<file path="src/rtl/spi_tx_fifo.sv">
// spi_tx_fifo: transmit-data FIFO feeding the SPI master/slave core.
// The host pushes words on a write port. The SPI core pulls one word per
// accepted request, and the word is returned one cycle after the request.
module spi_tx_fifo #(
    parameter int data_width_g = 8,
    parameter int depth_g      = 16
) (
    input  logic                         clk,
    input  logic                         rst,
    input  logic                         wr_en,
    input  logic [data_width_g-1:0]      wr_data,
    output logic                         full,
    output logic                         overflow,
    output logic [$clog2(depth_g):0]     used,
    input  logic                         fifo_req_data,
    output logic [data_width_g-1:0]      fifo_din,
    output logic                         fifo_din_valid,
    output logic                         fifo_empty,
    output logic                         underflow
);

    localparam int AW = $clog2(depth_g);
    localparam logic [AW:0]   DEPTH_CNT = (AW+1)'(depth_g);
    localparam logic [AW-1:0] PTR_ONE   = AW'(1);

    logic [data_width_g-1:0] r_mem [depth_g];
    logic [AW-1:0]           r_wr_ptr;
    logic [AW-1:0]           r_rd_ptr;
    logic [AW:0]             r_used;
    logic                    r_full;
    logic                    r_empty;
    logic [data_width_g-1:0] r_dout;
    logic                    r_dvalid;
    logic                    r_ovf;
    logic                    r_udf;

    logic                    w_wr_acc;
    logic                    w_rd_acc;
    logic [AW:0]             w_used_nxt;

    // Accept decisions use the registered (pre-edge) flags, so a read never
    // makes room for a write on the same edge and a write never bypasses to
    // a read on an empty FIFO.
    always_comb begin
        w_wr_acc   = wr_en & ~r_full;
        w_rd_acc   = fifo_req_data & ~r_empty;
        w_used_nxt = r_used + {{AW{1'b0}}, w_wr_acc} - {{AW{1'b0}}, w_rd_acc};
    end

    // Storage array; contents are deliberately left out of reset.
    always_ff @(posedge clk) begin
        if (w_wr_acc) begin
            r_mem[r_wr_ptr] <= wr_data;
        end
    end

    // Pointers, occupancy, flags, registered read word and status pulses.
    always_ff @(posedge clk or negedge rst) begin
        if (!rst) begin
            r_wr_ptr <= '0;
            r_rd_ptr <= '0;
            r_used   <= '0;
            r_full   <= 1'b0;
            r_empty  <= 1'b1;
            r_dout   <= '0;
            r_dvalid <= 1'b0;
            r_ovf    <= 1'b0;
            r_udf    <= 1'b0;
        end else begin
            if (w_wr_acc) begin
                r_wr_ptr <= r_wr_ptr + PTR_ONE;
            end
            if (w_rd_acc) begin
                r_rd_ptr <= r_rd_ptr + PTR_ONE;
                r_dout   <= r_mem[r_rd_ptr];
            end
            r_dvalid <= w_rd_acc;
            r_ovf    <= wr_en & r_full;
            r_udf    <= fifo_req_data & r_empty;
            r_used   <= w_used_nxt;
            r_empty  <= (w_used_nxt == '0);
            r_full   <= (w_used_nxt == DEPTH_CNT);
        end
    end

    assign full           = r_full;
    assign overflow       = r_ovf;
    assign used           = r_used;
    assign fifo_din       = r_dout;
    assign fifo_din_valid = r_dvalid;
    assign fifo_empty     = r_empty;
    assign underflow      = r_udf;

endmodule

</file>
<file path="config.mk">
export PLATFORM = sky130hd
export DESIGN_NAME = spi_tx_fifo
export DESIGN_NICKNAME = d
export VERILOG_FILES = /design/src/rtl/spi_tx_fifo.sv
export SDC_FILE = /design/constraint.sdc
export NUM_CORES = 1
export LEC_CHECK = 0
export BUFFER_PORTS_ARGS = -buffer_cell sky130_fd_sc_hd__buf_4
export CORE_ASPECT_RATIO = 1.75
export CORE_UTILIZATION = 38
export CTS_CLUSTER_DIAMETER = 200
export DETAILED_ROUTE_END_ITERATION = 10
export GPL_ROUTABILITY_DRIVEN = 0
export SYNTH_ARGS = -nofsm -noshare
export SYNTH_HDL_FRONTEND = slang
export SYNTH_SLANG_ARGS = --single-unit
</file>
<file path="constraint.sdc">
create_clock -name clk -period 3.49 [get_ports clk]
set_clock_uncertainty 0.15 [all_clocks]
set_input_delay 0.349 -clock clk [delete_from_list [all_inputs] [get_ports clk]]
set_output_delay 0.349 -clock clk [all_outputs]
set_load 0.02 [all_outputs]
</file>
# == Word-level counts from Yosys, hierarchy flattened ==
# Memory sizes are Yosys's and may differ from the RTL's. A register that Yosys moved wholly into a read port is not among the register bits.
# Index checks and enable logic that the tools add are counted.
# word_totals
elab_cells,24
ff_bits,18
mem_count,1
ramBits,128
# memory_table
memory,depth,word_bits,rd,rd_ports_with_merged_regs,write_ports,line_no,rtl
r_mem,16,8,1,1,1,26,logic [data_width_g-1:0] r_mem [depth_g];
# classes
addsub,4
bitwise_logic,6
n_mux,2
n_reduce_logical,2
eq_ne,1
# op_table
operator,n
$add A4 B1 Y4 const B,2
$add A5 B1 Y5,1
$eq A5 B5 Y1 const B,1
$logic_not A5 Y1,1
$sub A5 B1 Y5,1
$and A1 B1 Y1,4
$mux W1,2
$not A1 Y1,2
$logic_not A1 Y1,1

# == Longest topological paths before layout ==
# Gate-level depths: netlist (run 1).
# logic_depth
ltp_word,5
depth_mapped,12
ltp_nobuf,11

# == Worst setup path after synthesis (run 1) ==
# No wires, ideal clock.
# synth_path
path_kind,register to register
startpoint,"register r_full, in the netlist full"
endpoint,"register r_full, in the netlist full"
stages_incl_launch_ff,12
path_buffers,1
arrival_time_ns,2.333
setup_time_ns,0.101
path_slack_ns,0.906
path_cell_list,dfrtp_1 > nor2b_1 > buf_2 > inv_1 > ha_1 > inv_1 > ha_1 > inv_1 > fa_1 > inv_1 > or3_1 > nor4_1
# synth_between
elab_chain_cells,5
# synth_lines
item,line_no,rtl
from (decl),30,logic r_full;
from (signal assigned),82,r_full <= (w_used_nxt == DEPTH_CNT);
$not A1 Y1,45,w_wr_acc = wr_en & ~r_full;
$and A1 B1 Y1,45,
$add A5 B1 Y5,47,"w_used_nxt = r_used + {{AW{1'b0}}, w_wr_acc} - {{AW{1'b0}}, w_rd_acc};"
$sub A5 B1 Y5,47,
via w_used_nxt[1],39,logic [AW:0] w_used_nxt;
$eq A5 B5 Y1,82,
# The timed path passes the listed nets, and every way through them passes these cells.
# A chain may end at the register's enable or synchronous reset.

# == Worst setup path after layout (run 1) ==
# layout_path
startpoint,input wr_en
endpoint,"register r_full, in the netlist full"
# layout_between
elab_chain_cells,4
# layout_lines
item,line_no,rtl
from (decl),10,"input logic wr_en,"
$and A1 B1 Y1,45,
$add A5 B1 Y5,47,
$sub A5 B1 Y5,47,
via w_used_nxt[1],39,
$eq A5 B5 Y1,82,
# The timed path passes the listed nets, and every way through them passes these cells.

==> run_results.csv, run 1 <==
group,metric,value,unit
run_status,status,"finished, final reports clean",
cells_and_area,area_delta_synth_final,15.3,%
clock_tree,cts_buffer_depth,2,
clock_tree,post_cts_resized,0,
clock_tree,cts_tree,"built",
power,power_frac_comb,0.302,
power,p_leak,2.69,nW
logic_synthesis,ys_types,35,
global_routing,grt.overflow.total,0,
power,power.internal,0.00412,W
logic_synthesis,synthesis.area,0.00627,sq mm
setup_path,crit_path_start_kind,"input port",
timing,period_share,0.831,
cells_and_area,drive_above_1_share,0.157,
global_routing,met1_usage,0.172,
logic_synthesis,synth-simple-area-share,0.0716,
setup_path,crit_type,"input port to register",
timing,max_slew_margin,0.337,
power,p_per_area,864,mW/mm^2
run,maxCapViolCount,0,
floorplanning,rows,61,
power,power_frac_clock,0.284,
clock_tree,cts-root-buf,"clkbuf_16",
clock_tree,cts.sinks,154,
route,ant_nets,0,
power,switchingPower,0.00212,W
route,routed_via_density,5.26,
cells_and_area,diodes,0,
global_routing,antenna_found_initial,0,
floorplanning,core,0.0160,sq mm
logic_synthesis,synth_nets,426,
floorplanning,dieHeight,172,microns
timing,setup_violations,0,
clock_tree,htree_levels,4,
global_routing,track_usage,0.168,
logic_synthesis,synth.avg_cell_area,15.6,sq um
cells_and_area,n_fill_cell,1400,
global_routing,grt_start_max_net_pins,39,
route,wl,13.4,mm
global_routing,grt_first_pass_wirelength,20.3,mm
logic_synthesis,yosys.area_share.adder,0.0231,
cells_and_area,final_nets,468,
floorplanning,die-area,0.0170,sq mm
clock_tree,clk_pin_slew_worst_paths,0.06,ns
floorplanning,initial_core_util,0.391,
timing,setup_tns,0,ns
power,power,0.00625,W
timing,drv_slew,0,
route,first_pass_iters,4,
global_routing,gr-usage-met3,0.0344,
logic_synthesis,yosysWarnings,0,
route,num_vias,3400,
placed_design,portBuffers,29,
global_routing,grt_busiest_layer,"met2",
clock_tree,insertion_delay,0.42,ns
timing,min_period,2.90,ns
timing,fmax,345,MHz
logic_synthesis,synth.area.mux_share,0.102,
setup_path,arrival,3.04,ns
timing,tightest_slew,0.991,ns
floorplanning,fp.dieW,99.1,microns
global_routing,gr-usage-met2,0.315,
timing,rsz0062_at_grt,"false",
floorplanning,io_pins,30,
setup_path,required,3.63,ns
power,switching_share,0.340,
route,drt_iter0_drc,203,
logic_synthesis,synth_xor_area_frac,0.0126,
cells_and_area,multi_input_area,0.00155,sq mm
placed_design,dp_hpwl,9.09,mm
logic_synthesis,ys_seq_elements,154,
route,drc,0,
cells_and_area,final_common_cell,"edfxtp_1",
logic_synthesis,synth_compound_gate_area_share,0.0375,
power,p_seq_frac,0.414,
min_path,hold_path_class,"input port to register",
cells_and_area,ff_latch_area,0.00450,sq mm
cells_and_area,mostFrequentLayoutCells,"edfxtp_1 (128), mux2i_1 (64), buf_4 (41), nand2_1 (34), nand3_1 (25)",
clock_tree,cts_inserted_buffers,17,
global_routing,grt_pass1_vias,3504,
setup_path,path_max_fanout,9,
setup_path,cp-end-kind,"register",
power,ir_drop,0.000523,V
route,detail_route.wl_per_cell,20.7,microns
logic_synthesis,syn_inst,403,
logic_synthesis,synth_top_family_by_area,"multiplexers",
timing,finalHoldViolCount,0,
logic_synthesis,yosysSeqAreaShare,0.717,
-- registers in the layout (all words and copies together), names as in the netlist, 4 cells and up --
signal    count
used          5
r_wr_ptr      4
r_rd_ptr      4
fifo_din      8
r_mem       128
-- worst paths after layout --
check,to,depth (start not counted),slack (ns),start
setup / recovery,full$_DFF_PN0_,13,0.59,wr_en
hold / removal,underflow$_DFF_PN0_,2,0.02,fifo_req_data
setup reg to reg,full$_DFF_PN0_,10,0.73,fifo_empty$_DFF_PN1_
hold reg to reg,r_rd_ptr[3]$_DFFE_PN0P_,1,0.36,r_rd_ptr[3]$_DFFE_PN0P_
max in group asynchronous,fifo_empty$_DFF_PN1_,2,2.65,rst
min in group asynchronous,underflow$_DFF_PN0_,2,0.23,rst
-- worst max-delay path, stage by stage --
cell and delay, ns:
dlygate4sd3_1 0.53, buf_4 0.10, nor2b_1 0.12, buf_4 0.16, inv_1 0.07, ha_1 0.28, inv_1 0.05, ha_1 0.15
inv_1 0.05, fa_1 0.48, inv_1 0.05, or3_1 0.40, nor4_1 0.24
-- what timing repair did --
item / CTS / global route
endpoints found under the hold margin: 27 / 0
setup endpoints to repair: 0 / 0
setup buffers: 0 / 0
hold buffers: 2 / 0
-- cell type report --
type                    count  share of cell area
clock buffers              18              0.0593
clock inverters            14              0.0201
inverters                  12             0.00623
multi-input cells         217               0.214
flip-flops and latches    154               0.622
well taps                 189              0.0327
repair buffers             43              0.0453
-- cells by family after synthesis --
family                   count (synthesis)
adder cells (fa/ha/maj)                 11
multiplexers                            64
buffers and inverters                   32
AO/OA/AOI/OAI                           38
XOR/XNOR                                 9
AND/OR/NAND/NOR                         95
flip-flops                             154
-- synthesized netlist by cell type --
cell	n	area, sq um
nor4_1	1	6.26
buf_4	5	37.5
a22oi_1	16	120
nor4_2	1	12.5
and3_1	1	6.26
dfstp_2	1	26.3
clkbuf_1	2	7.51
or3b_1	1	8.76
nand3b_1	1	7.51
and2_1	3	18.8
a21boi_1	1	7.51
xnor2_1	8	70.1
edfxtp_1	128	3840
o21ai_1	1	5.00
buf_6	2	22.5
dfrtp_1	25	626
o21ai_0	1	5.00
xor2_1	1	8.76
nand3_1	25	125
ha_1	10	125
a21o_1	1	7.51
nor3b_1	1	7.51
buf_12	4	80.1
nor2b_1	4	25.0
buf_2	7	35.0
nor3_1	4	20.0
a21oi_1	18	90.1
mux2i_1	64	641
nand2_1	34	128
or3_1	1	6.26
nand2b_1	3	18.8
nor2_1	14	52.6
fa_1	1	20.0
inv_1	12	45.0
nand4_1	1	6.26
-- metrics by stage --
stage / worst slack (ns) / cells / util / cell area (sq um) / hold WS [ns]
2_1_floorplan: 0.906 / 403 / - / 6270 / -0.0966
3_3_place_gp: 0.709 / 613 / 0.414 / 6640 / 0.136
3_5_place_dp: 0.628 / 613 / 0.414 / 6640 / 0.153
4_1_cts: 0.528 / 647 / 0.451 / 7230 / 0.00924
5_1_grt: 0.394 / 647 / 0.451 / 7230 / 0.0100
6_report: 0.589 / 647 / 0.451 / 7230 / 0.0196
-- metal layers --
layer	vias up	routed length, microns
met5	-	0
met4	0	542
met3	24	340
met2	72	7560
met1	1720	4960
li1	1584	-
-- power groups by stage --
stage	Clock [W]	Sequential, W	Combinational [W]
after floorplan	0	0.00256	0.00141
after global placement	0	0.00262	0.00188
after detailed placement	0	0.00263	0.00191
after CTS	0.00179	0.00259	0.00192
after global routing	0.00188	0.00262	0.00206
final	0.00178	0.00259	0.00188
Power figures use the tool's default switching activity.
==> run 2: changes to the inputs <==
- clock period: 3.49 -> 2.7 ns (I/O delays scaled with it)
==> run_results.csv, run 2 (synthesis gave the netlist of run 1 again) <==
group,metric,value,unit
setup_path,crit_path_start_kind,"register",
cells_and_area,mostFrequentLayoutCells,"edfxtp_1 (128), mux2i_1 (64), buf_4 (56), nand2_1 (34), nand3_1 (25)",
timing,finalHoldViolCount,0,
setup_path,path_max_fanout,2,
power,ir_drop,0.000697,V
global_routing,grt_first_pass_wirelength,20.5,mm
cells_and_area,final_util,0.461,
placed_design,portBuffers,29,
timing,rsz0062_at_grt,"false",
min_path,hold_path_class,"input port to register",
route,first_pass_iters,4,
clock_tree,clk_pin_slew_worst_paths,0.06,ns
clock_tree,cts_tree,"built",
route,ant_nets,0,
route,drt_iter0_drc,244,
timing,max_slew_margin,0.507,
timing,tightest_slew,0.740,ns
cells_and_area,area_delta_synth_final,17.9,%
placed_design,placed_cells,628,
setup_path,r2r-start,"fifo_empty$_DFF_PN1_",
clock_tree,htree_levels,4,
power,p_leak,2.75,nW
clock_tree,cts_inserted_buffers,17,
placed_design,placed_cell_area,0.00676,sq mm
floorplanning,dieHeight,172,microns
setup_path,reg2reg_slack,0.10,ns
timing,finalWorstSetupSlack,0.104,ns
run_status,status,"finished, final reports clean",
clock_tree,cts.sinks,154,
timing,fmax,385,MHz
setup_path,required,2.87,ns
cells_and_area,max_flop_register,"r_mem",
cells_and_area,fin_area,0.00739,sq mm
floorplanning,die-area,0.0170,sq mm
cells_and_area,drive_above_1_share,0.204,
cells_and_area,diodes,0,
route,routed_via_density,5.14,
placed_design,dp_slack,0.00983,ns
min_path,hold_path.startpoint,"wr_data[0]",
global_routing,grt_pass1_vias,3543,
route,detail_route.wl_per_cell,20.0,microns
cells_and_area,final_nets,485,
global_routing,grt_start_max_net_pins,31,
floorplanning,io_pins,30,
run,maxCapViolCount,0,
floorplanning,core,0.0160,sq mm
cells_and_area,final_common_cell,"edfxtp_1",
floorplanning,initial_core_util,0.391,
timing,min_period,2.60,ns
route,wl,13.3,mm
floorplanning,rows,61,
clock_tree,insertion_delay,0.41,ns
cells_and_area,largest_reg_flops,128,
route,drc,0,
setup_path,crit_type,"register to register",
global_routing,antenna_found_initial,0,
clock_tree,cts-root-buf,"clkbuf_16",
setup_path,arrival,2.77,ns
placed_design,dp_hpwl,9.12,mm
timing,setup_tns,0,ns
setup_path,cp-end-kind,"register",
floorplanning,fp.dieW,99.1,microns
cells_and_area,layout.cells.non_filler,664,
setup_path,startpoint,"fifo_empty$_DFF_PN1_",
timing,drv_slew,0,
timing,setup_violations,0,
global_routing,track_usage,0.170,
route,num_vias,3413,
power,p_per_area,1100,mW/mm^2
timing,period_share,0.962,
clock_tree,cts_buffer_depth,2,
global_routing,grt.overflow.total,0,
==> run 2: area by class of cell <==
cell class,count,area (sq um)
fillers,1378,8640
flip-flops and latches,154,4500
multi-input cells,217,1600
repair buffers,60,470
clock buffers,19,433
well taps,189,236
clock inverters,13,104
inverters,12,45.0
==> run 2: per-stage QoR <==
stage / hold slack (ns) / total power, W
floorplan: -0.176 / 0.00513
global placement: 0.0556 / 0.00588
detailed placement: 0.0636 / 0.00594
CTS: 0.0191 / 0.00808
global route: 0.0339 / 0.00858
finish: 0.0291 / 0.00813
==> run 2: report_power, final <==
| group | internal [W] | switching, W | leakage (nW) |
|---|---|---|---|
| Combinational | 0.00113 | 0.00155 | 1.03 |
| Clock | 0.00125 | 0.000882 | 0.252 |
| Sequential | 0.00298 | 0.000337 | 1.47 |
==> run 2: worst max-delay path, stage by stage, from the launching register on <==
cell and delay (ns):
dfstp_2 0.53, nand2b_4 0.12, inv_2 0.05, ha_4 0.22, inv_2 0.06, ha_4 0.13, inv_2 0.04, fa_2 0.53
inv_2 0.04, or3_4 0.38, nor4_4 0.25
==> run 2: worst paths after layout <==
| kind | endpoint | depth (start not counted) |
|---|---|---|
| setup reg to reg | full$_DFF_PN0_ | 10 |
| min in group asynchronous | fifo_din[5]$_DFFE_PN0P_ | 2 |
| hold reg to reg | fifo_din[3]$_DFFE_PN0P_ | 2 |
| max in group asynchronous | fifo_empty$_DFF_PN1_ | 2 |
| setup / recovery | full$_DFF_PN0_ | 10 |
| hold / removal | r_mem[2][0]$_DFFE_PP_ | 1 |
==> run 2: timing repair <==
action	4_1_cts	5_1_grt
endpoints found under the setup margin	0	2
hold endpoints to repair	28	0
hold buffers	3	0
buffers inserted	0	1
gates resized for setup	0	12
==> run 2: routing by layer <==
| metal | track usage | vias to the layer above | routed length, microns |
|---|---|---|---|
| met1 | 0.176 | 1714 | 4850 |
| met2 | 0.329 | 65 | 7630 |
| li1 | - | 1615 | - |
| met5 | 0 | - | 0 |
| met3 | 0.0323 | 19 | 422 |
| met4 | 0.0748 | 0 | 402 |
==> run 3: changes to the inputs <==
- CORE_UTILIZATION: 38 -> 40
- SKIP_CTS_REPAIR_TIMING: default -> 1
==> run_results.csv, run 3 (synthesis gave the netlist of run 1 again) <==
group,metric,value,unit
setup_path,cp-end-kind,"register",
route,ant_nets,0,
run_status,status,"finished, final reports clean",
cells_and_area,max_flop_register,"r_mem",
route,routed_via_density,5.28,
setup_path,r2r-start,"fifo_empty$_DFF_PN1_",
floorplanning,rows,60,
timing,setup_tns,0,ns
global_routing,antenna_found_initial,0,
cells_and_area,mostFrequentLayoutCells,"edfxtp_1 (128), mux2i_1 (64), buf_4 (54), nand2_1 (34), nand3_1 (25)",
floorplanning,io_pins,30,
cells_and_area,n_fill_cell,1349,
route,drc,0,
timing,setup_violations,0,
timing,rsz0062_at_grt,"false",
placed_design,portBuffers,29,
cells_and_area,final_util,0.486,
route,num_vias,3468,
cells_and_area,drive_above_1_share,0.195,
clock_tree,clk_pin_slew_worst_paths,0.06,ns
setup_path,arrival,2.75,ns
route,first_pass_iters,4,
floorplanning,core,0.0153,sq mm
clock_tree,htree_levels,4,
power,p_leak,2.78,nW
route,drt_iter0_drc,174,
setup_path,required,2.87,ns
floorplanning,initial_core_util,0.410,
clock_tree,cts-root-buf,"clkbuf_16",
min_path,hold_path_class,"input port to register",
global_routing,grt_start_max_net_pins,32,
cells_and_area,area_delta_synth_final,18.7,%
cells_and_area,diodes,0,
power,ir_drop,0.000933,V
power,p_per_area,1140,mW/mm^2
timing,hold_slack,0.0487,ns
setup_path,crit_path_start_kind,"register",
clock_tree,cts_buffer_depth,2,
timing,finalHoldViolCount,0,
route,detail_route.wl_per_cell,20.5,microns
cells_and_area,final_nets,483,
global_routing,track_usage,0.176,
cells_and_area,largest_reg_flops,128,
timing,tightest_slew,0.763,ns
setup_path,startpoint,"fifo_empty$_DFF_PN1_",
cells_and_area,final_common_cell,"edfxtp_1",
floorplanning,die-area,0.0162,sq mm
clock_tree,cts.sinks,154,
route,wl,13.5,mm
cells_and_area,layout.cells.non_filler,657,
placed_design,placed_cells,623,
placed_design,dp_slack,0.0617,ns
floorplanning,fp.dieW,96.7,microns
timing,max_slew_margin,0.489,
timing,drv_slew,0,
placed_design,dp_hpwl,9.06,mm
clock_tree,cts_inserted_buffers,17,
clock_tree,insertion_delay,0.41,ns
timing,period_share,0.957,
global_routing,grt.overflow.total,0,
setup_path,path_max_fanout,2,
global_routing,grt_first_pass_wirelength,20.9,mm
run,maxCapViolCount,0,
timing,fmax,387,MHz
clock_tree,cts_tree,"built",
min_path,hold_path.startpoint,"wr_data[2]",
timing,finalWorstSetupSlack,0.115,ns
global_routing,grt_pass1_vias,3598,
setup_path,crit_type,"register to register",
timing,min_period,2.59,ns
floorplanning,dieHeight,168,microns
==> run 3: power breakdown <==
part / total (W) / internal, W / switching [W]
clock network: 0.00247 / 0.00161 / 0.000856
registers: 0.00331 / 0.00298 / 0.000328
logic: 0.00270 / 0.00114 / 0.00156
total: 0.00848 / 0.00573 / 0.00275
==> run 3: worst paths after layout <==
check | to | slack [ns] | depth (start not counted)
worst max-delay path | full$_DFF_PN0_ | 0.11 | 10
worst min-delay path | r_mem[14][2]$_DFFE_PP_ | 0.05 | 1
worst max register to register | full$_DFF_PN0_ | 0.11 | 10
worst min register to register | fifo_din[2]$_DFFE_PN0P_ | 0.34 | 2
max in group asynchronous | fifo_empty$_DFF_PN1_ | 1.91 | 2
min in group asynchronous | used[0]$_DFF_PN0_ | 0.17 | 2
==> run 3: worst max-delay path, cell delays in order, from the launching register on <==
cell	delay [ns]
dfstp_2	0.53
nand2b_4	0.12
inv_2	0.05
ha_4	0.21
inv_2	0.06
ha_4	0.13
inv_2	0.04
fa_2	0.54
inv_2	0.04
or3_4	0.38
nor4_4	0.24
==> run 3: stage by stage <==
step                      cell area, sq um  power [W]
after detailed placement              6740    0.00591
after global routing                  7450    0.00891
after floorplan                       6270    0.00513
after global placement                6740    0.00583
final                                 7450    0.00848
after CTS                             7350    0.00838
==> run 3: routing by layer <==
layer / share of wire / GRT usage / vias up
li1: - / - / 1610
met4: 0.028 / 0.0831 / 0
met5: 0 / 0 / -
met1: 0.36 / 0.183 / 1763
met2: 0.58 / 0.332 / 73
met3: 0.030 / 0.0355 / 22
==> run 3: layout make-up <==
| class | count | area, sq um | area share |
|---|---|---|---|
| clock buffers | 19 | 433 | 0.0581 |
| clock inverters | 11 | 178 | 0.0239 |
| inverters | 12 | 45.0 | 0.00605 |
| multi-input cells | 217 | 1600 | 0.215 |
| flip-flops and latches | 154 | 4500 | 0.604 |
| well taps | 186 | 233 | 0.0312 |
| repair buffers | 58 | 455 | 0.0612 |
